$ cat config.mk
export PLATFORM = sky130hd
export DESIGN_NAME = led_status_arbiter
export DESIGN_NICKNAME = d
export VERILOG_FILES = /design/src/rtl/led_status_arbiter.sv
export SDC_FILE = /design/constraint.sdc
export NUM_CORES = 1
export LEC_CHECK = 0
export ABC_CLOCK_PERIOD_IN_PS = 2360
export BUFFER_PORTS_ARGS = -buffer_cell sky130_fd_sc_hd__buf_2
export CORE_ASPECT_RATIO = 1.4
export CORE_MARGIN = 1
export CORE_UTILIZATION = 40
export CTS_CLUSTER_SIZE = 24
export DETAILED_ROUTE_END_ITERATION = 10
export PLACE_DENSITY_LB_ADDON = 0.2
export RECOVER_POWER = 25
export SLEW_MARGIN = 20
export SYNTH_ARGS = -nofsm -noshare
export SYNTH_HDL_FRONTEND = slang
export SYNTH_SLANG_ARGS = --single-unit
$ cat constraint.sdc
create_clock -name clk_i -period 2.36 [get_ports clk_i]
set_clock_uncertainty 0.15 [all_clocks]
set_input_delay 0.708 -clock clk_i [delete_from_list [all_inputs] [get_ports clk_i]]
set_output_delay 0.708 -clock clk_i [all_outputs]
set_load 0.05 [all_outputs]
$ cat src/rtl/led_status_arbiter.sv
// led_status_arbiter: shares the single status LED between REQ_NUM sources by
// strict priority (index 0 highest). A source shows solid-on or an N-flash code
// followed by a gap; with no request the LED runs an idle heartbeat.
// Optional feature macro: LED_ARB_PREEMPT_EN lets a higher-priority request
// abort a running flash sequence on the next tick.
module led_status_arbiter #(
  parameter int unsigned CLK_VALUE = 100000000,
  parameter int unsigned TICK_HZ   = 16,
  parameter int unsigned REQ_NUM   = 4,
  parameter int unsigned ON_TICKS  = 2,
  parameter int unsigned OFF_TICKS = 2,
  parameter int unsigned GAP_TICKS = 8,
  parameter int unsigned HB_TICKS  = 8
) (
  input  logic                   clk_i,
  input  logic                   srst_i,
  input  logic [REQ_NUM-1:0]     req_i,
  input  logic [4*REQ_NUM-1:0]   code_i,
  output logic                   led_o,
  output logic [REQ_NUM-1:0]     gnt_o,
  output logic                   busy_o,
  output logic                   tick_o,
  output logic                   seq_done_o
);

  localparam int unsigned TICK_DIV = CLK_VALUE / TICK_HZ;
  localparam int unsigned CNT_W    = (TICK_DIV > 1) ? $clog2(TICK_DIV) : 1;
  localparam int unsigned MAX_A    = (ON_TICKS > OFF_TICKS) ? ON_TICKS : OFF_TICKS;
  localparam int unsigned MAX_B    = (GAP_TICKS > HB_TICKS) ? GAP_TICKS : HB_TICKS;
  localparam int unsigned MAX_T    = (MAX_A > MAX_B) ? MAX_A : MAX_B;
  localparam int unsigned PH_W     = $clog2(MAX_T) + 1;
  localparam int unsigned IDX_W    = $clog2(REQ_NUM);

  localparam logic [CNT_W-1:0] CNT_LAST = CNT_W'(TICK_DIV - 1);
  localparam logic [PH_W-1:0]  ON_LAST  = PH_W'(ON_TICKS - 1);
  localparam logic [PH_W-1:0]  OFF_LAST = PH_W'(OFF_TICKS - 1);
  localparam logic [PH_W-1:0]  GAP_LAST = PH_W'(GAP_TICKS - 1);
  localparam logic [PH_W-1:0]  HB_LAST  = PH_W'(HB_TICKS - 1);

  typedef enum logic [2:0] {
    S_IDLE      = 3'd0,
    S_SOLID     = 3'd1,
    S_FLASH_ON  = 3'd2,
    S_FLASH_OFF = 3'd3,
    S_GAP       = 3'd4
  } state_e;

  state_e             state_q, state_d;
  logic [CNT_W-1:0]   cnt_q, cnt_d;
  logic               tick_q, tick_d;
  logic [PH_W-1:0]    phase_q, phase_d;
  logic [3:0]         rem_q, rem_d;
  logic [IDX_W-1:0]   idx_q, idx_d;
  logic               led_q, led_d;
  logic [REQ_NUM-1:0] gnt_q, gnt_d;
  logic               busy_q, busy_d;
  logic               seq_done_q, seq_done_d;

  logic               arb_valid;
  logic [IDX_W-1:0]   arb_idx;
  logic [3:0]         arb_code;
  logic               higher_req;
  logic               preempt;
  logic               launch;

  // State register and all registered outputs
  always_ff @(posedge clk_i) begin
    if (srst_i) begin
      state_q    <= S_IDLE;
      cnt_q      <= '0;
      tick_q     <= 1'b0;
      phase_q    <= '0;
      rem_q      <= '0;
      idx_q      <= '0;
      led_q      <= 1'b0;
      gnt_q      <= '0;
      busy_q     <= 1'b0;
      seq_done_q <= 1'b0;
    end else begin
      state_q    <= state_d;
      cnt_q      <= cnt_d;
      tick_q     <= tick_d;
      phase_q    <= phase_d;
      rem_q      <= rem_d;
      idx_q      <= idx_d;
      led_q      <= led_d;
      gnt_q      <= gnt_d;
      busy_q     <= busy_d;
      seq_done_q <= seq_done_d;
    end
  end

  // Free-running prescaler; tick_q is high while the count sits at its last value
  always_comb begin
    cnt_d = cnt_q + CNT_W'(1);
    if (cnt_q == CNT_LAST) cnt_d = '0;
    tick_d = (cnt_d == CNT_LAST);
  end

  // Priority pick (lowest index wins) and detection of a higher-priority request
  always_comb begin
    arb_valid  = 1'b0;
    arb_idx    = '0;
    arb_code   = '0;
    higher_req = 1'b0;
    for (int i = REQ_NUM - 1; i >= 0; i--) begin
      if (req_i[i]) begin
        arb_valid = 1'b1;
        arb_idx   = IDX_W'(i);
        arb_code  = code_i[4*i +: 4];
      end
    end
    for (int i = 0; i < REQ_NUM; i++) begin
      if (req_i[i] && (i < int'(idx_q))) higher_req = 1'b1;
    end
  end

`ifdef LED_ARB_PREEMPT_EN
  assign preempt = higher_req;
`else
  assign preempt = 1'b0;
`endif

  // Next-state, phase, remaining-flash and owner logic; evaluated on ticks only
  always_comb begin
    state_d = state_q;
    phase_d = phase_q;
    rem_d   = rem_q;
    idx_d   = idx_q;
    launch  = 1'b0;
    if (tick_q) begin
      case (state_q)
        S_IDLE: begin
          if (arb_valid)                launch  = 1'b1;
          else if (phase_q == HB_LAST)  phase_d = '0;
          else                          phase_d = phase_q + PH_W'(1);
        end
        S_SOLID: begin
          if (!req_i[idx_q]) begin
            state_d = S_IDLE;
            phase_d = '0;
          end else if (higher_req) begin
            launch = 1'b1;
          end
        end
        S_FLASH_ON: begin
          if (preempt) launch = 1'b1;
          else if (phase_q == ON_LAST) begin
            state_d = S_FLASH_OFF;
            phase_d = '0;
            rem_d   = rem_q - 4'd1;
          end else phase_d = phase_q + PH_W'(1);
        end
        S_FLASH_OFF: begin
          if (preempt) launch = 1'b1;
          else if (phase_q == OFF_LAST) begin
            state_d = (rem_q != 4'd0) ? S_FLASH_ON : S_GAP;
            phase_d = '0;
          end else phase_d = phase_q + PH_W'(1);
        end
        S_GAP: begin
          if (preempt) launch = 1'b1;
          else if (phase_q == GAP_LAST) begin
            if (arb_valid) launch = 1'b1;
            else begin
              state_d = S_IDLE;
              phase_d = '0;
            end
          end else phase_d = phase_q + PH_W'(1);
        end
        default: begin
          state_d = S_IDLE;
          phase_d = '0;
        end
      endcase
      if (launch) begin
        idx_d   = arb_idx;
        phase_d = '0;
        rem_d   = arb_code;
        state_d = (arb_code == 4'd0) ? S_SOLID : S_FLASH_ON;
      end
    end
  end

  // Output decode from the upcoming state
  always_comb begin
    led_d      = led_q;
    busy_d     = (state_d != S_IDLE);
    seq_done_d = tick_q && (state_q == S_GAP) && !preempt && (phase_q == GAP_LAST);
    for (int i = 0; i < REQ_NUM; i++) begin
      gnt_d[i] = (state_d != S_IDLE) && (idx_d == IDX_W'(i));
    end
    case (state_d)
      S_SOLID, S_FLASH_ON: led_d = 1'b1;
      S_FLASH_OFF, S_GAP:  led_d = 1'b0;
      default: begin
        if (state_q != S_IDLE)                    led_d = 1'b0;
        else if (tick_q && (phase_q == HB_LAST))  led_d = ~led_q;
      end
    endcase
  end

  assign led_o      = led_q;
  assign gnt_o      = gnt_q;
  assign busy_o     = busy_q;
  assign tick_o     = tick_q;
  assign seq_done_o = seq_done_q;

endmodule

==> results of run 1 <==
placed cells by master (no fill, tap or decap), types with 5 or more instances in the layout:
cell,count
nor2_1,46
buf_4,45
dfxtp_1,41
buf_2,21
nand2_1,15
xnor2_1,12
a21oi_1,12
inv_1,11
xor2_1,11
nor3_1,10
nand3_1,9
clkbuf_1,9
and3_1,8
a22oi_1,8
o21ai_0,7
o22ai_1,6
nand3_2,5
or2_2,5
nand4_1,5
ha_1,5
clkbuf_8,5
routing by layer:
metal	up-vias	track usage [%]	wire [µm]
li1	1238	-	-
met1	1171	20.14	2502
met2	62	36.24	3441
met3	14	2.708	232
met4	0	8.615	170
met5	-	0	0
cells in the mapped netlist, drive strengths merged, types with 3 or more instances:
cell type | n | share of area, %
or4 | 3 | 1.0
inv | 11 | 1.6
nor2 | 48 | 7.2
nand3 | 14 | 3.5
a22o | 4 | 1.4
buf | 3 | 0.58
nor3 | 10 | 1.9
a31oi | 4 | 0.97
a22oi | 8 | 2.3
a211oi | 3 | 0.87
nand3b | 4 | 1.2
nor3b | 5 | 1.5
clkbuf | 11 | 1.6
nand2b | 4 | 0.97
and3 | 8 | 1.9
o22ai | 6 | 1.5
xnor2 | 12 | 4.1
nor4 | 4 | 2.0
nand4 | 6 | 1.7
dfxtp | 44 | 34
a21oi | 12 | 2.3
nand2 | 17 | 2.5
o21ai | 7 | 1.4
mux2i | 4 | 1.6
ha | 5 | 2.4
xor2 | 11 | 3.7
or2 | 7 | 1.7
and2 | 4 | 0.97
power groups by stage:
stage	clock, mW	sequential [mW]	combinational [mW]
2_1_floorplan	0	0.768	0.0553
3_3_place_gp	0	0.769	0.111
3_5_place_dp	0	0.768	0.112
4_1_cts	0.451	0.751	0.112
5_1_grt	0.473	0.753	0.122
6_report	0.433	0.751	0.113
how the worst max path moves through the flow:
stage | slack, ps | from | depth (start not counted) | to
after floorplan | -50 | req_i[0] | 7 | gnt_o[2]
after global placement | -160 | req_i[1] | 7 | gnt_o[3]
after detailed placement | -210 | req_i[1] | 7 | gnt_o[2]
after CTS | 10 | phase_q[0] | 8 | gnt_o[0]
after global routing | 10 | cnt_q[1] | 8 | tick_o
final | 120 | req_i[1] | 7 | state_q[0]
cell families (layout without fill, tap and decap cells):
family	Yosys count	count (layout)	share of synthesized area (%)
buffers and inverters	25	91	3.790
adders and majority gates	5	5	2.430
and+or+nand+nor	147	147	32.51
xor gates and xnor gates	23	23	7.823
AOI/OAI and AO/OA	58	58	16.38
muxes	6	6	2.867
DFF	44	44	34.21
worst max-delay path, cell delays in order:
cell      delay, ps
buf_2           130
or4_4           540
nand3b_1        160
o221ai_4        180
buf_4           190
a21oi_1         230
a31o_1          190
final cells by class:
cell class / count / area [µm²]
flip-flops and latches: 44 / 884.6
repair buffers: 75 / 476.7
clock buffers: 5 / 68.82
well taps: 72 / 90.09
inverters: 11 / 41.29
multi-input cells: 239 / 1660
fillers: 618 / 2989
sequential cells by signal, indices dropped and copies added (netlist names):
name and cells:
seq_done_o 1, busy_o 1, gnt_o 4, idx_q 2, led_o 1, cnt_q 23
tick_o 1, rem_q 4, state_q 3, phase_q 4
timing repair:
item                                   in CTS  in global routing
gates resized for setup                     0                  9
setup buffers                               0                  1
hold buffers                                0                  0
endpoints found under the hold margin       0                  0
setup endpoints to repair                   0                  4
metrics by stage:
step	TNS (ps)	util, %	instances	area (µm²)
floorplan	-125.5	-	308	2619
global placement	-1948	50.32	440	3126
detailed placement	-2303	50.32	440	3126
CTS	0	51.43	445	3194
global route	0	51.87	446	3222
finish	0	51.87	446	3222
==> run metrics, run 1 <==
WS Path Type in2reg; Core Rows 34; Yosys Warn Count 0; H-tree Lvls 2; Seq/Total Area, Yosys 34.21%; CTS tree done; Final Critical Period 2240 ps; crit path setup slack, layout 120.4 ps; pwr/cell area 402.7 mW/mm²; synth-to-layout area growth 25.12%; worst slack, placed -210.5 ps; global-route wire length before repair 10610 µm; final setup violating endpoints 0; Final Total Pwr 1.297 mW; I/O pin total 30; CTS buffer count 5; Unique masters post-synth 59; worst-margin pin slew 596.5 ps; R2R Setup Slk 130 ps; Pre-antenna DRT Iters 4; Worst VDD drop 229.2 µV; Longest Clk Path Bufs 2; RD Place Congestion 0.8570; final count of hold timing violations 0; port bufs 29; commonest register cell after synthesis dfxtp_1; share of cells above drive strength 1 28.34%; GRT Util Overall 19.06%; root buf cell clkbuf_8; routed vias 2485; Reg2Reg Launch Point phase_q[1]; Synthesized Nets 335; crit share post-route 94.90%; clock-pin slew on the worst setup and hold paths 80 ps; final WL 6346 µm; fin. max-slew vios 0; Mapped Area 0.002575 mm²; Initial Utilization 41.46%; cell count after synthesis 308; vias per cell 5.572; clock latency on the worst-skew pair 290 ps; critical-path maximum fanout 8; hold endpoint cnt_q[0]; flops & latches, synth 44; hold path start cnt_q[0]; Ant. Diodes 0; core area 0.006211 mm²; Min-Delay Path Class reg2reg; Slew headroom 60.41%; critical path capture point type flop; sequential share of power 57.9%; GRT overflow 0; Critical Path AT 2330 ps; RSZ-0062 raised after global routing no; Net Sw Power 302.2 µW; hold path depth 1; internal power 995.2 µW; max cap viols 0; achievable clock frequency 0.4465 GHz; Die H 96.94 µm; largest net degree at the start of global routing 21; Die Area 0.006767 mm²; fraction of registers with async set/reset 0%; number of synthesized flops with an enable pin 0; Final ANT Viol Nets 0; Post-Syn Area per Cell 8.360 µm²; number of global-route vias before repair 2413; status finished clean; CP required 2450 ps; Routed WL per cell 14.23 µm; Comb power frac 8.7%; clk sinks 44; Iteration-0 DRC Markers 75; Net Sw Frac 23.29%; FF-to-FF End gnt_o[2]; initial antenna violation count 0; DRC viols 0; Leakage 1.225 nW; Min Hold Slack 305.3 ps; post-layout net count 403; post-detail-place hpwl 4817 µm; worst-case reg-to-reg path depth 10; die width 69.81 µm; Clk pwr share 33.4%; startpoint types input pin
(Power assumes the default switching activity.)
==> run 2, diff against run 1 <==
--- a/config.mk
+++ b/config.mk
@@ -5,6 +5,7 @@
 export SDC_FILE = /design/constraint.sdc
 export NUM_CORES = 1
 export LEC_CHECK = 0
+export ABC_AREA = 1
 export ABC_CLOCK_PERIOD_IN_PS = 2360
 export BUFFER_PORTS_ARGS = -buffer_cell sky130_fd_sc_hd__buf_2
 export CORE_ASPECT_RATIO = 1.4
==> run metrics, run 2 <==
post-synth top area cell dfxtp_1; Yosys Warn Count 0 (unchanged); port bufs 29 (unchanged); GRT overflow 0 (unchanged); final WL 7130 µm (+12%); max reg flops 23 (unchanged); Die H 100.5 µm (+3.6%); H-tree Lvls 2 (unchanged); GRT Util Overall 20.82% (+1.8 points); Longest Clk Path Bufs 2 (unchanged); Synth top area share 31.80% (-2.4 points); critical-path maximum fanout 6 (-2); crit path setup slack, layout 227.5 ps (+107.1 ps); Worst VDD drop 243.1 µV (+6.1%); startpoint types flop; Leakage 1.388 nW (+13%); Synthesized Nets 485 (+45%); WS Path Type reg2reg; vias per cell 4.955 (-11%); Biggest register cnt_q; number of global-route vias before repair 2864 (+19%); number of synthesized flops with an enable pin 0 (unchanged); Setup Fix Bufs, Post-CTS 0 (unchanged); top-count cell post-synth nand2_1; top post-synthesis cells by area dfxtp_1 (32%), nand2_1 (16%), nor2_1 (13%); clock latency on the worst-skew pair 290 ps (about the same); clk sinks 44 (unchanged); critical path capture point type flop; Ant. Diodes 0 (unchanged); most instantiated cells after synthesis nand2_1 (117), nor2_1 (93), inv_1 (57), dfxtp_1 (44), nand3_1 (39); Fillers 747 (+21%); placed cell count 587 (+33%); RSZ-0062 raised after global routing no; Net Sw Frac 22.41% (-0.88 points); CP required 2430 ps (-20 ps); placed inst area 0.003107 mm² (-0.60%); CTS buffer count 5 (unchanged); RD Place Congestion 0.9435 (+10%); commonest register cell after synthesis dfxtp_1; Critical Path Slowest Stage Cell dfxtp_1; Setup TNS 0 ps (unchanged); sequential share of power 53.0% (-4.9 points); CTS tree done; max cap viols 0 (unchanged); Mapped Area 0.002770 mm² (+7.6%); global-route wire length before repair 11920 µm (+12%); die width 72.33 µm (+3.6%); Die Area 0.007267 mm² (+7.4%); Net Sw Power 317.3 µW (+5.0%); Routed WL per cell 11.98 µm (-16%); post-detail-place hpwl 5802 µm (+20%); Iteration-0 DRC Markers 132 (+76%); Min-Delay Path Class reg2reg; commonest non-fill, non-tap cell in the layout nand2_1; CP Cell Sequence ha_1 -> inv_1 -> nor2_2 -> buf_4 -> nand2_1 -> buf_4 -> nand2_1 -> nand2_1 -> nand4_1 -> nor2_1 -> nand4_1 -> nor2_1 -> nand3_1 -> nor2_1; routed vias 2948 (+19%); Pre-antenna DRT Iters 4 (unchanged); Final Critical Period 2133 ps (-107.1 ps); Final Total Pwr 1.416 mW (+9.2%); initial antenna violation count 0 (unchanged); flops & latches, synth 44 (unchanged); final count of hold timing violations 0 (unchanged); commonest cells after routing, fill and taps aside nand2_1 (117), nor2_1 (93), inv_1 (57); synth-to-layout area growth 15.36%; achievable clock frequency 0.4689 GHz (+5.0%); Clk pwr share 40.0% (+6.6 points); I/O pin total 30 (unchanged); Core Rows 35 (+2.9%); clock-pin slew on the worst setup and hold paths 90 ps (about the same); core area 0.006656 mm² (+7.2%); Slew headroom 48.39% (-12 points); pwr/cell area 443.2 mW/mm² (+10%); share of cells above drive strength 1 12.13% (-16 points); crit share post-route 90.36% (-4.5 points); Critical Path AT 2210 ps (-120 ps); Unique masters post-synth 33 (-44%); Final Instance Count excl. Fillers 595 (+33%); worst slack, placed 22.57 ps (+233.1 ps); fraction of registers with async set/reset 0% (unchanged); Min Hold Slack 352.8 ps (+47.54 ps); root buf cell clkbuf_8; post-layout net count 529 (+31%); worst stage delay on the critical path 350 ps (-190 ps); worst-margin pin slew 774.2 ps (+177.7 ps); largest net degree at the start of global routing 16 (-24%); fin. max-slew vios 0 (unchanged); final setup violating endpoints 0 (unchanged); Final Util 48.01% (-3.9 points); DRC viols 0 (unchanged); Finished Cell Area 0.003196 mm² (-0.82%); Comb power frac 7.0% (-1.7 points); Final ANT Viol Nets 0 (unchanged); Seq/Total Area, Yosys 31.80% (-2.4 points); internal power 1.099 mW (+10%); cell count after synthesis 458 (+49%); Post-Syn Area per Cell 6.048 µm² (-28%); Initial Utilization 41.62% (+0.16 points); status finished clean
-- run 2: path summary, 6_finish.rpt --
path,startpoint,end,slack (ps),cells after the start
setup / recovery,cnt_q[0],tick_o,230,14
hold reg to reg,phase_q[0],phase_q[0],350,2
hold / removal,phase_q[0],phase_q[0],350,2
setup reg to reg,cnt_q[0],tick_o,230,14
-- run 2: layout make-up --
cell class	count	area (µm²)	share of cell area, %
clock buffer	6	72.57	2.271
clock inverter	2	35.03	1.096
inverter	62	232.7	7.283
multi-input combinational	345	1620	50.70
sequential	44	882.1	27.60
tap	92	115.1	3.602
timing repair buffer	44	237.7	7.439
-- run 2: repair_timing --
action,in CTS,in global routing
endpoints found under the setup margin,0,4
hold buffers,0,0
hold endpoints to repair,0,0
gates resized for setup,0,1
-- run 2: cell families (layout without fill, tap and decap cells) --
| group | after synthesis | in the layout | share of synthesized area (%) |
|---|---|---|---|
| AOI/OAI and AO/OA | 38 | 38 | 7.724 |
| xor gates and xnor gates | 6 | 6 | 1.897 |
| adders and majority gates | 5 | 5 | 2.258 |
| buffers and inverters | 69 | 114 | 9.711 |
| DFF | 44 | 44 | 31.80 |
| and+or+nand+nor | 296 | 296 | 46.61 |
-- run 2: layer usage --
metal | routed length, µm | vias up | track usage (%) | share of wire [%]
met5 | 0 | - | 0 | 0
met4 | 252 | 0 | 9.653 | 3.5
met3 | 118 | 20 | 3.000 | 1.7
met2 | 3904 | 36 | 41.34 | 55
met1 | 2855 | 1343 | 20.51 | 40
li1 | - | 1549 | - | -
-- run 2: power by group through the flow --
stage	clock (mW)	combinational [mW]	sequential (mW)
floorplan	0	0.0632	0.767
global placement	0	0.100	0.768
detailed placement	0	0.102	0.768
CTS	0.590	0.102	0.751
global route	0.618	0.114	0.752
finish	0.566	0.0995	0.750
-- run 2: worst max-delay path, delay by kind of cell, from the launching register on --
family	cells	cell delay [ps]
flops	1	350
buf+inv	3	380
simple gates	10	910
fa+ha+maj	1	270
